<file path="config.mk">
export PLATFORM = sky130hd
export DESIGN_NAME = ps2_kbd_tx
export DESIGN_NICKNAME = d
export VERILOG_FILES = /design/src/rtl/ps2_pkg.sv /design/src/rtl/ps2_tx_frame.sv /design/src/rtl/ps2_kbd_tx.sv
export SDC_FILE = /design/constraint.sdc
export NUM_CORES = 1
export LEC_CHECK = 0
export BUFFER_PORTS_ARGS = -buffer_cell sky130_fd_sc_hd__clkbuf_2
export CORE_AREA = 2 2 65 128
export DETAILED_ROUTE_END_ITERATION = 8
export DIE_AREA = 0 0 67 130
export PLACE_DENSITY = 0.66
export SLEW_MARGIN = 20
export SYNTH_ARGS = -nofsm -noshare
export SYNTH_HDL_FRONTEND = slang
export SYNTH_SLANG_ARGS = --single-unit
</file>
<file path="constraint.sdc">
create_clock -name clk -period 2.6 [get_ports clk]
set_input_delay 0.39 -clock clk [delete_from_list [all_inputs] [get_ports clk]]
set_output_delay 0.39 -clock clk [all_outputs]
set_load 0.01 [all_outputs]
</file>
<file path="src/rtl/ps2_pkg.sv">
// ============================================================================
// Module      : ps2_pkg
// Description : Shared definitions for the PS/2 keyboard transmitter:
//               top-level FSM state encoding, scan-code prefixes, frame
//               length and a helper that assembles one 11-bit frame.
// Macro       : PS2_TX_EXT_EN (consumed by ps2_kbd_tx, not by this package)
// Revision    : 1.0 - initial release
// ============================================================================
`default_nettype none

package ps2_pkg;

  // Top-level sequencer states
  typedef enum logic [2:0] {
    ST_IDLE  = 3'd0,
    ST_LOAD  = 3'd1,
    ST_SHIFT = 3'd2,
    ST_GAP   = 3'd3,
    ST_HOLD  = 3'd4
  } state_t;

  localparam logic [7:0] BREAK_PREFIX = 8'hF0;
  localparam logic [7:0] EXT_PREFIX   = 8'hE0;
  localparam int         FRAME_BITS   = 11;
  // Longest event: E0 F0 code
  localparam int         SEQ_MAX      = 3;

  // Frame in transmit order from bit 0: start, data LSB first, odd parity, stop
  function automatic logic [FRAME_BITS-1:0] build_frame(input logic [7:0] b);
    return {1'b1, ~^b, b, 1'b0};
  endfunction

endpackage : ps2_pkg

`default_nettype wire

</file>
<file path="src/rtl/ps2_tx_frame.sv">
// ============================================================================
// Module      : ps2_tx_frame
// Description : Serializes one byte as an 11-bit PS/2 device-to-host frame.
//               Each bit lasts 2*CLK_DIV cycles: data changes at the start of
//               the period, ps2_clk is high for the first half and low for
//               the second half.
// Ports       : clk, clrn      - clock, async active-low reset
//               start          - begin a frame with tx_byte next cycle
//               tx_byte [7:0]  - byte to send, captured on start
//               abort          - drop the frame, release lines next cycle
//               ps2_clk/data   - registered PS/2 line drivers (idle 1)
//               frame_done     - high during the final cycle of a frame
// Revision    : 1.0 - initial release
// ============================================================================
`default_nettype none

module ps2_tx_frame
  import ps2_pkg::*;
#(
  parameter int CLK_DIV = 2000
) (
  input  logic       clk,
  input  logic       clrn,
  input  logic       start,
  input  logic [7:0] tx_byte,
  input  logic       abort,
  output logic       ps2_clk,
  output logic       ps2_data,
  output logic       frame_done
);

  localparam int               CNT_W    = $clog2(2 * CLK_DIV);
  localparam logic [CNT_W-1:0] HALF_M1  = CNT_W'(CLK_DIV - 1);
  localparam logic [CNT_W-1:0] PER_M1   = CNT_W'(2 * CLK_DIV - 1);
  localparam logic [CNT_W-1:0] PER_M2   = CNT_W'(2 * CLK_DIV - 2);
  localparam logic [3:0]       LAST_IDX = 4'(FRAME_BITS - 1);

  logic                    r_busy;
  logic [CNT_W-1:0]        r_cnt;
  logic [3:0]              r_idx;
  logic [FRAME_BITS-1:0]   w_frame;
  // Bits still to be shifted out; bit 0 is always the next one to drive
  logic [FRAME_BITS-2:0]   r_shift;

  assign w_frame = build_frame(tx_byte);

  always_ff @(posedge clk or negedge clrn) begin
    if (!clrn) begin
      r_busy     <= 1'b0;
      r_cnt      <= '0;
      r_idx      <= '0;
      r_shift    <= '1;
      ps2_clk    <= 1'b1;
      ps2_data   <= 1'b1;
      frame_done <= 1'b0;
    end else begin
      frame_done <= 1'b0;
      if (abort) begin
        r_busy   <= 1'b0;
        r_cnt    <= '0;
        r_idx    <= '0;
        ps2_clk  <= 1'b1;
        ps2_data <= 1'b1;
      end else if (start) begin
        r_busy   <= 1'b1;
        r_cnt    <= '0;
        r_idx    <= '0;
        r_shift  <= w_frame[FRAME_BITS-1:1];
        ps2_data <= w_frame[0];
        ps2_clk  <= 1'b1;
      end else if (r_busy) begin
        if (r_cnt == HALF_M1) begin
          ps2_clk <= 1'b0;
          r_cnt   <= r_cnt + 1'b1;
        end else if (r_cnt == PER_M1) begin
          r_cnt   <= '0;
          ps2_clk <= 1'b1;
          if (r_idx == LAST_IDX) begin
            // Stop bit's low phase is over: release both lines
            r_busy   <= 1'b0;
            ps2_data <= 1'b1;
          end else begin
            r_idx    <= r_idx + 1'b1;
            ps2_data <= r_shift[0];
            r_shift  <= {1'b1, r_shift[FRAME_BITS-2:1]};
          end
        end else begin
          r_cnt <= r_cnt + 1'b1;
          // Flag one cycle early so the sequencer's state change lines up
          // with the edge that releases the lines.
          if (r_idx == LAST_IDX && r_cnt == PER_M2)
            frame_done <= 1'b1;
        end
      end
    end
  end

endmodule : ps2_tx_frame

`default_nettype wire

</file>
<file path="src/rtl/ps2_kbd_tx.sv">
// ============================================================================
// Module      : ps2_kbd_tx
// Description : Device-side PS/2 keyboard transmitter. Accepts one key event
//               over valid/ready and sends it as one or more byte frames,
//               with a BYTE_GAP idle period after every byte. Host inhibit
//               aborts the byte in flight; it is resent after inhibit drops.
// Macro       : PS2_TX_EXT_EN - adds key_ext input; E0 prefix when set.
// Ports       : clk, clrn            - clock, async active-low reset
//               req_valid/req_ready  - event handshake
//               key_code, key_break  - scan code and release flag
//               key_ext              - extended key (PS2_TX_EXT_EN only)
//               inhibit              - host inhibit, synchronous to clk
//               ps2_clk, ps2_data    - PS/2 lines, idle 1
//               done                 - one-cycle pulse at end of event
// Revision    : 1.0 - initial release
// ============================================================================
`default_nettype none

module ps2_kbd_tx
  import ps2_pkg::*;
#(
  parameter int CLK_DIV  = 2000,
  parameter int BYTE_GAP = 4000
) (
  input  logic       clk,
  input  logic       clrn,
  input  logic       req_valid,
  output logic       req_ready,
  input  logic [7:0] key_code,
  input  logic       key_break,
`ifdef PS2_TX_EXT_EN
  input  logic       key_ext,
`endif
  input  logic       inhibit,
  output logic       ps2_clk,
  output logic       ps2_data,
  output logic       done
);

  localparam int               GAP_W    = (BYTE_GAP > 1) ? $clog2(BYTE_GAP) : 1;
  localparam logic [GAP_W-1:0] GAP_LAST = GAP_W'(BYTE_GAP - 1);

  state_t           r_state;
  logic [7:0]       r_seq [SEQ_MAX];
  logic [1:0]       r_len;
  logic [1:0]       r_ptr;
  logic [GAP_W-1:0] r_gap;

  logic [7:0]       w_seq [SEQ_MAX];
  logic [1:0]       w_len;
  logic             w_start;
  logic             w_abort;
  logic             w_frame_done;
  logic             w_more;
  logic             w_active;

  // Byte sequence for the offered event
  always_comb begin
    w_seq[0] = key_code;
    w_seq[1] = key_code;
    w_seq[2] = key_code;
    w_len    = 2'd1;
`ifdef PS2_TX_EXT_EN
    case ({key_ext, key_break})
      2'b01: begin
        w_seq[0] = BREAK_PREFIX;
        w_len    = 2'd2;
      end
      2'b10: begin
        w_seq[0] = EXT_PREFIX;
        w_len    = 2'd2;
      end
      2'b11: begin
        w_seq[0] = EXT_PREFIX;
        w_seq[1] = BREAK_PREFIX;
        w_len    = 2'd3;
      end
      default: ;
    endcase
`else
    if (key_break) begin
      w_seq[0] = BREAK_PREFIX;
      w_len    = 2'd2;
    end
`endif
  end

  assign req_ready = (r_state == ST_IDLE) && !inhibit;
  assign w_active  = (r_state == ST_LOAD) || (r_state == ST_SHIFT) || (r_state == ST_GAP);
  assign w_abort   = inhibit && w_active;
  assign w_start   = (r_state == ST_LOAD) && !inhibit;
  // r_ptr advances when a frame completes, so it always names the next
  // byte still owed to the host (also after an abort or a gap-time inhibit).
  assign w_more    = (r_ptr != r_len);

  always_ff @(posedge clk or negedge clrn) begin
    if (!clrn) begin
      r_state <= ST_IDLE;
      r_len   <= '0;
      r_ptr   <= '0;
      r_gap   <= '0;
      done    <= 1'b0;
      for (int i = 0; i < SEQ_MAX; i++) r_seq[i] <= '0;
    end else begin
      done <= 1'b0;
      case (r_state)
        ST_IDLE: begin
          if (req_valid && !inhibit) begin
            r_seq   <= w_seq;
            r_len   <= w_len;
            r_ptr   <= '0;
            r_state <= ST_LOAD;
          end
        end
        ST_LOAD: begin
          r_gap   <= '0;
          r_state <= inhibit ? ST_HOLD : ST_SHIFT;
        end
        ST_SHIFT: begin
          r_gap <= '0;
          if (inhibit) begin
            r_state <= ST_HOLD;
          end else if (w_frame_done) begin
            r_ptr   <= r_ptr + 1'b1;
            r_state <= ST_GAP;
          end
        end
        ST_GAP: begin
          if (inhibit) begin
            r_gap   <= '0;
            r_state <= ST_HOLD;
          end else if (r_gap == GAP_LAST) begin
            r_gap <= '0;
            if (w_more) begin
              r_state <= ST_LOAD;
            end else begin
              done    <= 1'b1;
              r_state <= ST_IDLE;
            end
          end else begin
            r_gap <= r_gap + 1'b1;
          end
        end
        ST_HOLD: begin
          // Gap restarts for as long as the host keeps inhibiting
          if (inhibit) begin
            r_gap <= '0;
          end else if (r_gap == GAP_LAST) begin
            r_gap <= '0;
            if (w_more) begin
              r_state <= ST_LOAD;
            end else begin
              done    <= 1'b1;
              r_state <= ST_IDLE;
            end
          end else begin
            r_gap <= r_gap + 1'b1;
          end
        end
        default: r_state <= ST_IDLE;
      endcase
    end
  end

  ps2_tx_frame #(
    .CLK_DIV (CLK_DIV)
  ) u_frame (
    .clk        (clk),
    .clrn       (clrn),
    .start      (w_start),
    .tx_byte    (r_seq[r_ptr]),
    .abort      (w_abort),
    .ps2_clk    (ps2_clk),
    .ps2_data   (ps2_data),
    .frame_done (w_frame_done)
  );

endmodule : ps2_kbd_tx

`default_nettype wire
</file>
# After elaboration in Yosys (flattened, before gate mapping)
# Cells that the tools add are included.
dict set report op_classes {
  n_addsub 4
  bitwise_logic 2
  muxes 64
  magnitude_cmp 1
  eq_ne 19
  n_reduce_logical 26
}
# op n
set op_table {}
lappend op_table {{$mux W12} 7}
lappend op_table {{$mux W10} 5}
lappend op_table {{$eq A12 B12 Y1 const B} 3}
lappend op_table {{$mux W1} 28}
lappend op_table {{$add A12 B1 Y12 const B} 2}
lappend op_table {{$mux W4} 6}
lappend op_table {{$mux W8} 3}
lappend op_table {{$pmux W12 S2} 1}
lappend op_table {{$mux W3} 7}
lappend op_table {{$bmux W8 S2} 1}
lappend op_table {{$pmux W3 S5} 1}
lappend op_table {{$eq A12 B11 Y1 const B} 1}
lappend op_table {{$mux W2} 4}
lappend op_table {{$ne A2 B1 Y1 const B} 4}
lappend op_table {{$reduce_and A4 Y1} 2}
lappend op_table {{$reduce_bool A2 Y1} 4}
lappend op_table {{$reduce_xnor A8 Y1} 1}
lappend op_table {{$eq A3 B2 Y1 const B} 2}
lappend op_table {{$ne A3 B1 Y1 const B} 2}
lappend op_table {{$reduce_and A3 Y1} 2}
lappend op_table {{$reduce_bool A3 Y1} 2}
lappend op_table {{$logic_and A1 B1 Y1} 5}
lappend op_table {{$reduce_and A5 Y1} 1}
lappend op_table {{$add A4 B1 Y4 const B} 1}
lappend op_table {{other kinds (17)} 21}
dict set report totals {
  regBits 66
  word_cells 130
  input_bits 13
}

# Depth between registers and ports, before layout
# Gate-level depths: netlist of run 1.
dict set report depth {
  ltp_word 8
  mapped_depth 8
  ltp_nobuf 7
}

# By module
# A second synthesis of run 1 with hierarchy kept.
dict set report unflattened {
  hier_cells 385
  area_unflattened_um2 3631.0
}
# module area_per_inst_um2 instances cells_per_inst
set by_module_without_submodules {}
lappend by_module_without_submodules {ps2_kbd_tx 1969.4 1 220}
lappend by_module_without_submodules {ps2_tx_frame 1661.6 1 165}

# Worst setup path before layout of run 1
# Ideal clock, no wire load.
dict set report synth_timing {
  path_type {reg-to-reg}
  start {register r_state[1]}
  end {register u_frame.r_shift[2]}
  path_stages_with_launch 8
  arrival_time_ns 1.681
  n_path_buf 3
  setup_slack_ns 0.835
  setup_ns 0.085
  cell_sequence {dfrtp_1 > buf_6 > nand2b_4 > or3_1 > buf_2 > a22oi_4 > buf_6 > mux2_1}
}
dict set report synth_via {
  elab_chain_cells 6
  elab_cells_between_ends 14
}
# item line_no
set synth_rtl {}
lappend synth_rtl {{start: declaration} ps2_kbd_tx.sv:43} ;# state_t r_state;
lappend synth_rtl {{start signal: assignment} ps2_kbd_tx.sv:117} ;# r_state <= inhibit ? ST_HOLD : ST_SHIFT;
lappend synth_rtl {{$eq A3 B1 Y1 / $eq A3 B2 Y1 (equally long branches)} {ps2_kbd_tx.sv:89, ps2_kbd_tx.sv:91}}
lappend synth_rtl {{$logic_or A1 B1 Y1 (2 in series)} ps2_kbd_tx.sv:89} ;# assign w_active = (r_state == ST_LOAD) || (r_state == ST_SHIFT) || (r_state == ST_GAP);
lappend synth_rtl {{$logic_and A1 B1 Y1} ps2_kbd_tx.sv:90} ;# assign w_abort = inhibit && w_active;
lappend synth_rtl {{$not A1 Y1 (no line)} n/a}
lappend synth_rtl {{$reduce_and A5 Y1 (no line)} n/a}
lappend synth_rtl {{end signal: assignment} ps2_tx_frame.sv:68} ;# r_shift <= w_frame[FRAME_BITS-1:1];
lappend synth_rtl {{end signal: assignment} ps2_tx_frame.sv:85} ;# r_shift <= {1'b1, r_shift[FRAME_BITS-2:1]};
lappend synth_rtl {{end: declaration} ps2_tx_frame.sv:43} ;# logic [FRAME_BITS-2:0] r_shift;
# Several ways; a longest one is shown, not always the timed one.
# A chain may end at the register's enable or synchronous reset.

# Worst setup path after layout of run 1
dict set report layout_timing {
  start {register r_state[1]}
  end {register u_frame.r_cnt[7]}
}
dict set report layout_via {
  elab_chain_cells 5
  elab_cells_between_ends 10
}
# item line_no
set layout_rtl {}
lappend layout_rtl {{$eq A3 B1 Y1 / $eq A3 B2 Y1 (equally long branches)} {ps2_kbd_tx.sv:89, ps2_kbd_tx.sv:91}}
lappend layout_rtl {{$logic_or A1 B1 Y1 (2 in series)} ps2_kbd_tx.sv:89}
lappend layout_rtl {{$logic_and A1 B1 Y1} ps2_kbd_tx.sv:90}
lappend layout_rtl {{$reduce_bool A3 Y1 (no line) / $mux W12 (equally long branches)} n/a}
lappend layout_rtl {{end signal: assignment} ps2_tx_frame.sv:74} ;# r_cnt <= r_cnt + 1'b1;
lappend layout_rtl {{end signal: assignment} ps2_tx_frame.sv:88} ;# r_cnt <= r_cnt + 1'b1;
lappend layout_rtl {{end: declaration} ps2_tx_frame.sv:39} ;# logic [CNT_W-1:0] r_cnt;
# Several ways; a longest one is shown, not always the timed one.

==> results of run 1 <==
==> worst max-delay path, delay by kind of cell (launching register included) <==
kind	cells	cell delay (ps)
xor gates and xnor gates	1	180
AOI/OAI and AO/OA	1	350
and+or+nand+nor	2	490
DFF	1	760
muxes	1	210
==> state kept, by name, indices dropped and copies added (netlist names) <==
register and cells:
done 1, r_gap 12, r_len 2, r_ptr 2, r_seq 16, r_state 3
u_frame.frame_done 1, u_frame.ps2_clk 1, u_frame.ps2_data 1, u_frame.r_busy 1, u_frame.r_cnt 12, u_frame.r_idx 4
u_frame.r_shift 9
==> report_power, final <==
part           switching (mW)  internal [mW]
combinational           0.692          0.597
sequential              0.354           1.35
clock                   0.420          0.791
total                    1.47           2.74
==> cells in the final DEF, fill, tap and decap left out, types with 5 or more instances in the layout <==
cell type,Yosys,layout
mux2i_1,9,9
o21ai_1,12,12
nor2_1,44,44
nand3_1,12,12
nand2b_1,5,5
nand2_1,32,32
dfrtp_1,54,54
ha_1,5,5
inv_1,9,9
nand4_1,11,11
clkbuf_16,0,9
xor2_1,12,12
a21oi_1,17,17
xnor2_1,20,20
mux2_2,9,9
clkbuf_2,0,16
dfstp_2,11,11
o21ai_0,22,22
nor3_1,12,12
==> path summary, 6_finish.rpt <==
check	endpoint	cells after the start
setup / recovery	u_frame.r_cnt[7]$_DFFE_PN0P_	5
hold / removal	r_gap[4]$_DFFE_PN0P_	1
setup reg to reg	u_frame.r_cnt[7]$_DFFE_PN0P_	5
hold reg to reg	u_frame.r_shift[7]$_DFFE_PN1P_	2
max in group asynchronous	u_frame.r_shift[5]$_DFFE_PN1P_	2
min in group clk	r_seq[6]$_DFFE_PN0P_	2
==> synthesized netlist by cell type (3+ instances only) <==
| library cell | n |
|---|---|
| nor4_2 | 4 |
| nand3_1 | 12 |
| mux2i_1 | 9 |
| a21oi_1 | 17 |
| a22oi_1 | 3 |
| clkbuf_1 | 8 |
| mux2_1 | 4 |
| o21ai_1 | 12 |
| nand4_1 | 11 |
| nand2_1 | 32 |
| nand2b_1 | 5 |
| o21ai_0 | 22 |
| o211ai_1 | 4 |
| buf_6 | 4 |
| nor3_1 | 12 |
| inv_1 | 9 |
| and3_1 | 3 |
| dfstp_2 | 11 |
| buf_2 | 8 |
| o21a_1 | 4 |
| xnor2_1 | 20 |
| nor3b_1 | 3 |
| mux2_2 | 9 |
| nor2_1 | 44 |
| or3_1 | 4 |
| ha_1 | 5 |
| mux2_4 | 3 |
| a22o_1 | 3 |
| dfrtp_1 | 54 |
| xor2_1 | 12 |
==> layer usage <==
| layer | GRT usage (%) | share of wire, % |
|---|---|---|
| met3 | 3.10 | 3.3 |
| met1 | 25.5 | 42 |
| met5 | 0 | 0 |
| met4 | 9.96 | 2.9 |
| met2 | 31.0 | 51 |
==> logic make-up (layout without fill, tap and decap cells) <==
family	after synthesis	count (layout)	share of synthesized area, %
simple gates	153	153	22.3
compound gates	78	78	13.1
flops	65	65	43.7
xor+xnor	32	32	7.47
buf+inv	31	46	4.17
mux	25	25	7.51
fa+ha+maj	5	5	1.67
==> per-stage QoR <==
| step | hold WS, ps | total power, mW |
|---|---|---|
| finish | 130 | 4.20 |
| global route | 203 | 4.49 |
| CTS | 160 | 4.23 |
| detailed placement | 468 | 3.01 |
| global placement | 464 | 2.94 |
| floorplan | 94.4 | 2.73 |
==> cell type report <==
| class | instances | area [um^2] | share of cell area (%) |
|---|---|---|---|
| clock buffer | 13 | 260 | 6.23 |
| clock inverter | 3 | 40.0 | 0.958 |
| inverter | 9 | 33.8 | 0.809 |
| multi-input combinational | 293 | 1950 | 46.8 |
| sequential | 65 | 1640 | 39.3 |
| tap | 96 | 120 | 2.88 |
| timing repair buffer | 21 | 130 | 3.11 |
==> metrics.md, run 1 <==
| Metric | Value |
|---|---|
| Status | completed |
| Post-synth EDFFs | 0 |
| Synthesized area | 0.00375 mm^2 |
| Max-Cap Viols | 0 |
| Total Neg Setup Slack | 0 ps |
| Via count | about 2900 |
| #FFs+latches synth | 65 |
| Synthesized area per cell | roughly 9.6 um^2 |
| Drt initial violations | approximately 240 |
| Synth top area share | 36.0% |
| DRC viols | 0 |
| # resized after CTS | 0 |
| Die Wd | roughly 67 um |
| Fmax | between 0.4 and 0.5 GHz |
| WP data required | between 2000 and 3000 ps |
| Hpwl dp | 5320 um |
| Yosys warns | 0 |
| CTS Buf Count | 9 |
| Final Cell Area | around 0.0042 mm^2 |
| P&R area growth vs syn | 11.4% |
| Die Span Y | 130 um |
| Placed cell count | between 400 and 500 |
| Routed len/inst | 15.4 um |
| Initial antenna violation count | 0 |
| Synth Instances | 389 |
| Main flop type after synthesis | dfrtp_1 |
| Via/cell ratio | 5.71 |
| Worst Skew | 10.4 ps |
| Post-route ant nets | 0 |
| Crit path DAT | 2320 ps |
| Final period util | 81.0% |
| Syn Nets | around 410 |
| Placed Instance Area | 0.00388 mm^2 |
| Async S/R FF share, synth | 100% |
| DP Worst Slack | ~530 ps |
| Final Hold Fails | 0 |
| Worst-skew pair later-pin latency | 340 ps |
| R2r startpoint | r_state[1]$_DFFE_PN0P_ |
| Worst-path cell chain | mux2i_1, o21a_1, nor4b_1, xnor2_1, nor2_1 |
| Worst setup path class | reg -> reg |
| Routability cong. | between 0.8 and 0.9 |
| Routed WL | 7700 um |
| Crit path setup slack, layout | 493 ps |
| Crit path from | r_state[1]$_DFFE_PN0P_ |
| Htree depth | 3 |
| Crit path max-delay cell type | dfrtp_1 |
| Area contributors post-synth | dfrtp_1 (36%), dfstp_2 (7.7%), xnor2_1 (4.7%) |
| Clock Tree Buf Depth | 2 |
| Share of cells above drive strength 1 | about 18% |
| Type of origin of the critical path | flop |
| Core ar. | about 0.008 mm^2 |
| # nets final | 417 |
| Post-Layout Cell Count | 500 |
| GRT Overall Usage | roughly a fifth |
| Clk slew on worst S/H paths | 60 ps |
| GRT overflow | 0 |
| Max VDD drop | 646 uV |
| Synth area leader | dfrtp_1 |
| Seq/Total Area, Yosys | 43.7% |
| CP max stage delay | ~760 ps |
| Post-Route Utilization | between 50% and 60% |
| Initial Utilization | between 40 and 50% |
| Leakage power total | 1.74 nW |
| IO Port Bufs | 16 |
| I/O pins | 17 |
| Worst Hold Class | in -> async |
| Ant diodes | 0 |
| Drt first pass iters | 5 |
| Fill cells | 743 |
| Slew @ Worst Pin | 795 ps |
| Synth cell types | 60 |
| Number of global-route vias before repair | 2749 |
| Critical Path End Type | flop |
| Max Slew Vio Count | 0 |
| Crit-path max FO | 19 |
| Slew headroom | a little under half |
| CTS tree | built |
| Largest net degree at the start of global routing | 36 |
| Pwr/cell area | approximately 1000 mW/mm^2 |
| Setup bufs post-CTS | 0 |
| Cts-stage hold buffer count | 0 |
| Die footprint | 0.00871 mm^2 |
| Clock tree sinks | 65 |
| Min cycle time layout | ~2100 ps |
| Reg2Reg Setup Slack | roughly 490 ps |
| Row count | between 40 and 50 |
| Final setup viols | 0 |
| Clock Tree Root | clkbuf_16 |
| RSZ-0062 raised after global routing | no |
| First-pass GRT wire length | between 10000 and 15000 um |
Power figures use the tool's default switching activity.
==> run 2: changes to the inputs <==
--- a/config.mk
+++ b/config.mk
@@ -9,7 +9,7 @@
 export CORE_AREA = 2 2 65 128
 export DETAILED_ROUTE_END_ITERATION = 8
 export DIE_AREA = 0 0 67 130
-export PLACE_DENSITY = 0.66
+export PLACE_DENSITY = 0.69
 export SLEW_MARGIN = 20
 export SYNTH_ARGS = -nofsm -noshare
 export SYNTH_HDL_FRONTEND = slang
==> constraint.sdc (replaced) <==
create_clock -name clk -period 1.88 [get_ports clk]
set_input_delay 0.282 -clock clk [delete_from_list [all_inputs] [get_ports clk]]
set_output_delay 0.282 -clock clk [all_outputs]
set_load 0.01 [all_outputs]
==> metrics.md, run 2 (synthesized netlist as in run 1, its figures left out) <==
| Metric | Value |
|---|---|
| Pwr/cell area | 1340 mW/mm^2 (+34%) |
| Leakage power total | 1.88 nW (+8.0%) |
| P&R area growth vs syn | 17.7% |
| Critical Path End Type | flop |
| Worst Hold Class | in -> reg |
| Clk slew on worst S/H paths | 50 ps (about the same) |
| Die footprint | 0.00871 mm^2 (unchanged) |
| Hold Startpoint | key_code[6] |
| Share of cells above drive strength 1 | 24.5% (+6.2 points) |
| Total Neg Setup Slack | 0 ps (unchanged) |
| Initial Utilization | 47.9% (unchanged) |
| Clock tree sinks | 65 (unchanged) |
| Status | completed |
| Clock Tree Buf Depth | 2 (unchanged) |
| GRT overflow | 0 (unchanged) |
| Worst-skew pair later-pin latency | 340 ps (about the same) |
| Die Span Y | 130 um (unchanged) |
| Total power | 5.93 mW (+41%) |
| Initial antenna violation count | 0 (unchanged) |
| # nets final | 445 (+6.7%) |
| Drt first pass iters | 6 (+1) |
| Crit path from | u_frame.r_cnt[7]$_DFFE_PN0P_ |
| Placed cell count | 510 (+5.4%) |
| Routed WL | 7590 um (-1.5%) |
| Crit path DAT | 1990 ps (-330 ps) |
| Via count | 2915 (+2.0%) |
| RSZ-0062 raised after global routing | no |
| IO Port Bufs | 16 (unchanged) |
| Ant diodes | 0 (unchanged) |
| Core ar. | 0.00783 mm^2 (unchanged) |
| Hpwl dp | 5530 um (+3.9%) |
| CTS Buf Count | 9 (unchanged) |
| First-pass GRT wire length | 13200 um (+1.2%) |
| Max Slew Vio Count | 0 (unchanged) |
| Max-Cap Viols | 0 (unchanged) |
| Min cycle time layout | 1780 ps (-330 ps) |
| Post-Layout Cell Count | 528 (+5.6%) |
| Row count | 46 (unchanged) |
| Most used routing layer | met2 |
| Worst-path cell chain | or3b_1, nor4_1, buf_4, nand4_1, xor2_1, nor2_1 |
| Type of origin of the critical path | flop |
| Top flop regs | r_seq x16, r_gap x12, u_frame.r_cnt x12 |
| I/O pins | 17 (unchanged) |
| R2r startpoint | u_frame.r_cnt[7]$_DFFE_PN0P_ |
| Reg-to-reg endpoint | u_frame.r_idx[2]$_DFFE_PN0P_ |
| R2R depth | 6 (+1) |
| Final Hold Fails | 0 (unchanged) |
| Met1 usage | 25.4% (-0.10 points) |
| Fmax | 0.563 GHz (+19%) |
| CP max stage delay | 460 ps (-300 ps) |
| CTS tree | built |
| Fill cells | 724 (-2.6%) |
| Routed len/inst | 14.4 um (-6.8%) |
| Htree depth | 3 (unchanged) |
| Worst setup path end | u_frame.r_idx[2]$_DFFE_PN0P_ |
| GRT Overall Usage | 19.9% (+0.38 points) |
| DRC viols | 0 (unchanged) |
| WP data required | 2100 ps (-710 ps) |
| Die Wd | 67 um (unchanged) |
| Most flops, register | r_seq |
| Worst setup path class | reg -> reg |
| Commonest non-fill, non-tap cells in the layout | dfrtp_1 (52), nor2_1 (44), nand2_1 (31) |
| Routability cong. | 0.844 (-3.6%) |
| M2 GR Usage | 31.5% (+0.52 points) |
| Worst Skew | 8.09 ps (-2.34 ps) |
| Clock Tree Root | clkbuf_16 |
| Via/cell ratio | 5.52 (-3.4%) |
| Post-route ant nets | 0 (unchanged) |
| Slew @ Worst Pin | 407 ps (-389 ps) |
| Crit path max-delay cell type | dfrtp_1 |
| Number of global-route vias before repair | 2846 (+3.5%) |
| Crit-path max FO | 7 (-12) |
| Final period util | 94.5% (+13 points) |
| Reg2Reg Setup Slack | 100 ps (-390 ps) |
| Max VDD drop | 849 uV (+31%) |
| Max reg flops | 16 (unchanged) |
| Largest net degree at the start of global routing | 33 (-8.3%) |
| Slew headroom | 72.9% (+26 points) |
| Final setup viols | 0 (unchanged) |
| Commonest non-fill, non-tap cell in the layout | dfrtp_1 |
| Met3 global-route usage | 5.43% (+2.3 points) |
| Drt initial violations | 146 (-38%) |
run 2: cell types whose count changed in the layout (fill, tap and decap cells not counted), moves of 2 or more:
cell / change
buf_4: +25
buf_12: +2
dfrtp_2: +2
dfrtp_1: -2
run 2: power by group:
group / internal, mW / total [mW] / switching [mW]
combinational: 1.04 / 2.14 / 1.11
clock: 0.956 / 1.54 / 0.583
sequential: 1.87 / 2.25 / 0.376
total: 3.86 / 5.93 / 2.06
run 2: how the worst min path moves through the flow:
stage / endpoint / slack, ps / depth (start not counted)
global route: r_seq[6]$_DFFE_PN0P_ / 180 / 2
CTS: r_seq[6]$_DFFE_PN0P_ / 170 / 2
global placement: u_frame.r_cnt[4]$_DFFE_PN0P_ / 240 / 1
detailed placement: u_frame.r_cnt[9]$_DFFE_PN0P_ / 240 / 1
floorplan: done$_DFF_PN0_ / -10 / 0
finish: r_seq[6]$_DFFE_PN0P_ / 180 / 2
run 2: layout make-up:
cell class / instances / area [um^2] / share of cell area (%)
multi-input cells: 293 / 1970 / 44.7
inverters: 9 / 33.8 / 0.766
clock inverters: 3 / 15.0 / 0.340
clock buffers: 13 / 260 / 5.90
flip-flops and latches: 65 / 1640 / 37.2
repair buffers: 49 / 368 / 8.34
well taps: 96 / 120 / 2.72
run 2: metrics by stage:
step                setup slack [ps]  cell area, um^2  hold WS [ps]  util, %
floorplan                        115             3750         -13.6        -
global placement                91.2             4090           242     52.2
detailed placement              77.5             4090           236     52.2
CTS                             35.1             4370           170     55.8
global route                    1.91             4410           181     56.4
finish                           103             4410           175     56.4
run 2: repair_timing:
| item | 4_1_cts | 5_1_grt |
|---|---|---|
| endpoints found under the hold margin | 13 | 0 |
| hold buffers | 1 | 0 |
| setup endpoints to repair | 0 | 18 |
| resized for setup | 0 | 6 |
| buffers inserted | 0 | 1 |
run 2: critical path, delay by kind of cell, from the launching register on:
family,cells,cell delay (ps)
and+or+nand+nor,4,840
buffers and inverters,1,180
DFF,1,460
xor gates and xnor gates,1,180
run 2: routing by layer:
| layer | wire [um] | vias up |
|---|---|---|
| li1 | - | 1454 |
| met1 | 3470 | 1401 |
| met5 | 0 | - |
| met4 | 180 | 0 |
| met2 | 3710 | 44 |
| met3 | 227 | 16 |
==> run 3: changes to the inputs <==
--- a/config.mk
+++ b/config.mk
@@ -6,9 +6,9 @@
 export NUM_CORES = 1
 export LEC_CHECK = 0
 export BUFFER_PORTS_ARGS = -buffer_cell sky130_fd_sc_hd__clkbuf_2
-export CORE_AREA = 2 2 65 128
+export CORE_AREA = 2 2 90 92
 export DETAILED_ROUTE_END_ITERATION = 8
-export DIE_AREA = 0 0 67 130
+export DIE_AREA = 0 0 92 94
 export PLACE_DENSITY = 0.69
 export SLEW_MARGIN = 20
 export SYNTH_ARGS = -nofsm -noshare
==> metrics.md, run 3 (synthesized netlist as in run 1, its figures left out) <==
| Metric | Value |
|---|---|
| Status | completed |
| Worst Skew | 8.70 ps (+0.611 ps) |
| Area of the multi-input gates | 0.00196 mm^2 (-0.70%) |
| Post-route ant nets | 0 (unchanged) |
| CTS tree | built |
| Commonest non-fill, non-tap cell in the layout | dfrtp_1 |
| Row count | 32 (-30%) |
| Most flops, register | r_seq |
| Share of cells above drive strength 1 | 23.7% (-0.82 points) |
| Clock Tree Root | clkbuf_8 |
| Leakage power total | 1.83 nW (-2.4%) |
| Final setup viols | 0 (unchanged) |
| Ant diodes | 0 (unchanged) |
| GRT overflow | 0 (unchanged) |
| Core ar. | 0.00761 mm^2 (-2.8%) |
| Critical Path End Type | flop |
| Crit-path max FO | 7 (unchanged) |
| Htree depth | 3 (unchanged) |
| Fill cells | 676 (-6.6%) |
| Worst Hold Class | in -> reg |
| Top flop regs | r_seq x16, r_gap x12, u_frame.r_cnt x12 |
| Worst setup path class | reg -> reg |
| Max Slew Vio Count | 0 (unchanged) |
| Max VDD drop | 682 uV (-20%) |
| Min cycle time layout | 1850 ps (+69.8 ps) |
| Commonest non-fill, non-tap cells in the layout | dfrtp_1 (54), nor2_1 (44), nand2_1 (32) |
| Placed cell count | 514 (+0.78%) |
| Clock Tree Buf Depth | 2 (unchanged) |
| CP max stage delay | 480 ps (+20 ps) |
| Final Hold Fails | 0 (unchanged) |
| Post-Route Utilization | 56.9% (+0.55 points) |
| IO Port Bufs | 16 (unchanged) |
| Routed len/inst | 14.4 um (about the same) |
| Pwr/cell area | 1320 mW/mm^2 (-1.8%) |
| Crit path max-delay cell type | dfrtp_1 |
| RSZ-0062 raised after global routing | yes |
| First-pass GRT wire length | 13000 um (-1.2%) |
| Drt first pass iters | 4 (-2) |
| Worst-skew pair later-pin latency | 340 ps (about the same) |
| Storage cell area | 0.00164 mm^2 (-0.15%) |
| Type of origin of the critical path | flop |
| Via/cell ratio | 5.50 (-0.41%) |
| Initial Utilization | 49.3% (+1.4 points) |
| Routed WL | 7650 um (+0.83%) |
| GRT Overall Usage | 18.9% (-1.0 points) |
| Largest net degree at the start of global routing | 50 (+52%) |
| Slew @ Worst Pin | 500 ps (+93.7 ps) |
| Max reg flops | 16 (unchanged) |
| # nets final | 443 (-0.45%) |
| Post-Layout Cell Count | 532 (+0.76%) |
| Final period util | 98.2% (+3.7 points) |
| Initial antenna violation count | 0 (unchanged) |
| CTS Buf Count | 9 (unchanged) |
| Max-Cap Viols | 0 (unchanged) |
| Worst-path cell chain | or3b_1, nor4_1, nand3_1, xnor2_1, nor2_1 |
| DP Worst Slack | 79.4 ps (+1.90 ps) |
| I/O pins | 17 (unchanged) |
| Clock tree sinks | 65 (unchanged) |
| Slew headroom | 66.3% (-6.6 points) |
| Drt initial violations | 129 (-12%) |
| Die Span Y | 94 um (-28%) |
| Crit path setup slack, layout | 33.6 ps (-69.8 ps) |
| Clk slew on worst S/H paths | 80 ps (+30 ps) |
| Routability cong. | 0.837 (-0.79%) |
| DRC viols | 0 (unchanged) |
| Crit path DAT | 2080 ps (+90 ps) |
| Via count | 2925 (+0.34%) |
| Die footprint | 0.00865 mm^2 (-0.71%) |
| Number of global-route vias before repair | 2784 (-2.2%) |
| Hpwl dp | 5430 um (-1.7%) |
| Fmax | 0.542 GHz (-3.8%) |
| Die Wd | 92 um (+37%) |
| WP data required | 2110 ps (about the same) |
| Hold_ws | 161 ps (-14.3 ps) |
| P&R area growth vs syn | 15.4% |
[run 3: cell types whose count changed in the layout (fill, tap and decap cells not counted), moves of 2 or more]
cell / change
clkbuf_16: -9
dfrtp_2: -2
clkinvlp_4: +3
clkinv_2: -3
dfrtp_1: +2
clkbuf_1: -2
clkbuf_8: +8
bufinv_16: +2
[run 3: cell type report]
type | count | share of cell area (%)
clock inverter | 6 | 2.11
clock buffer | 10 | 3.18
inverter | 9 | 0.780
sequential | 65 | 37.9
timing repair buffer | 47 | 7.86
tap | 102 | 2.95
multi-input combinational | 293 | 45.2
[run 3: per-layer routing]
layer / up-vias / track usage, % / routed length (um)
met5: - / 0 / 0
met4: 0 / 7.46 / 130
met3: 13 / 3.37 / 306
met2: 62 / 31.1 / 3650
met1: 1406 / 24.9 / 3560
li1: 1444 / - / -
[run 3: final timing paths]
check / start / endpoint / slack [ps] / cells after the start
setup / recovery: u_frame.r_cnt[7]$_DFFE_PN0P_ / u_frame.r_idx[0]$_DFFE_PN0P_ / 30 / 5
hold / removal: key_code[5] / r_seq[5]$_DFFE_PN0P_ / 160 / 2
setup reg to reg: u_frame.r_cnt[7]$_DFFE_PN0P_ / u_frame.r_idx[0]$_DFFE_PN0P_ / 30 / 5
hold reg to reg: u_frame.r_shift[7]$_DFFE_PN1P_ / u_frame.r_shift[7]$_DFFE_PN1P_ / 480 / 2
max in group asynchronous: clrn / u_frame.r_shift[2]$_DFFE_PN1P_ / 780 / 3
min in group asynchronous: clrn / r_gap[3]$_DFFE_PN0P_ / 420 / 2
[run 3: timing repair]
item / 4_1_cts / 5_1_grt
gates resized for setup: 0 / 1
setup buffers: 0 / 1
hold buffers: 1 / 0
setup endpoints to repair: 0 / 5
hold endpoints to repair: 16 / 0
[run 3: worst max-delay path: cells and delay by family (launching register included)]
family,cells,cell delay [ps]
and+or+nand+nor,4,1080
DFF,1,480
xor gates and xnor gates,1,180
[run 3: power by group]
group	internal, mW	leakage [nW]	switching [mW]
clock	0.785	0.105	0.584
sequential	1.86	0.826	0.362
combinational	0.991	0.903	1.13
total	3.64	1.83	2.07
[run 3: through the flow]
stage | power (mW) | setup TNS, ps | area, um^2
finish | 5.71 | 0 | 4330
global route | 6.08 | -91.2 | 4330
CTS | 5.73 | 0 | 4320
detailed placement | 4.34 | 0 | 4080
global placement | 4.27 | 0 | 4080
floorplan | 3.78 | 0 | 3750
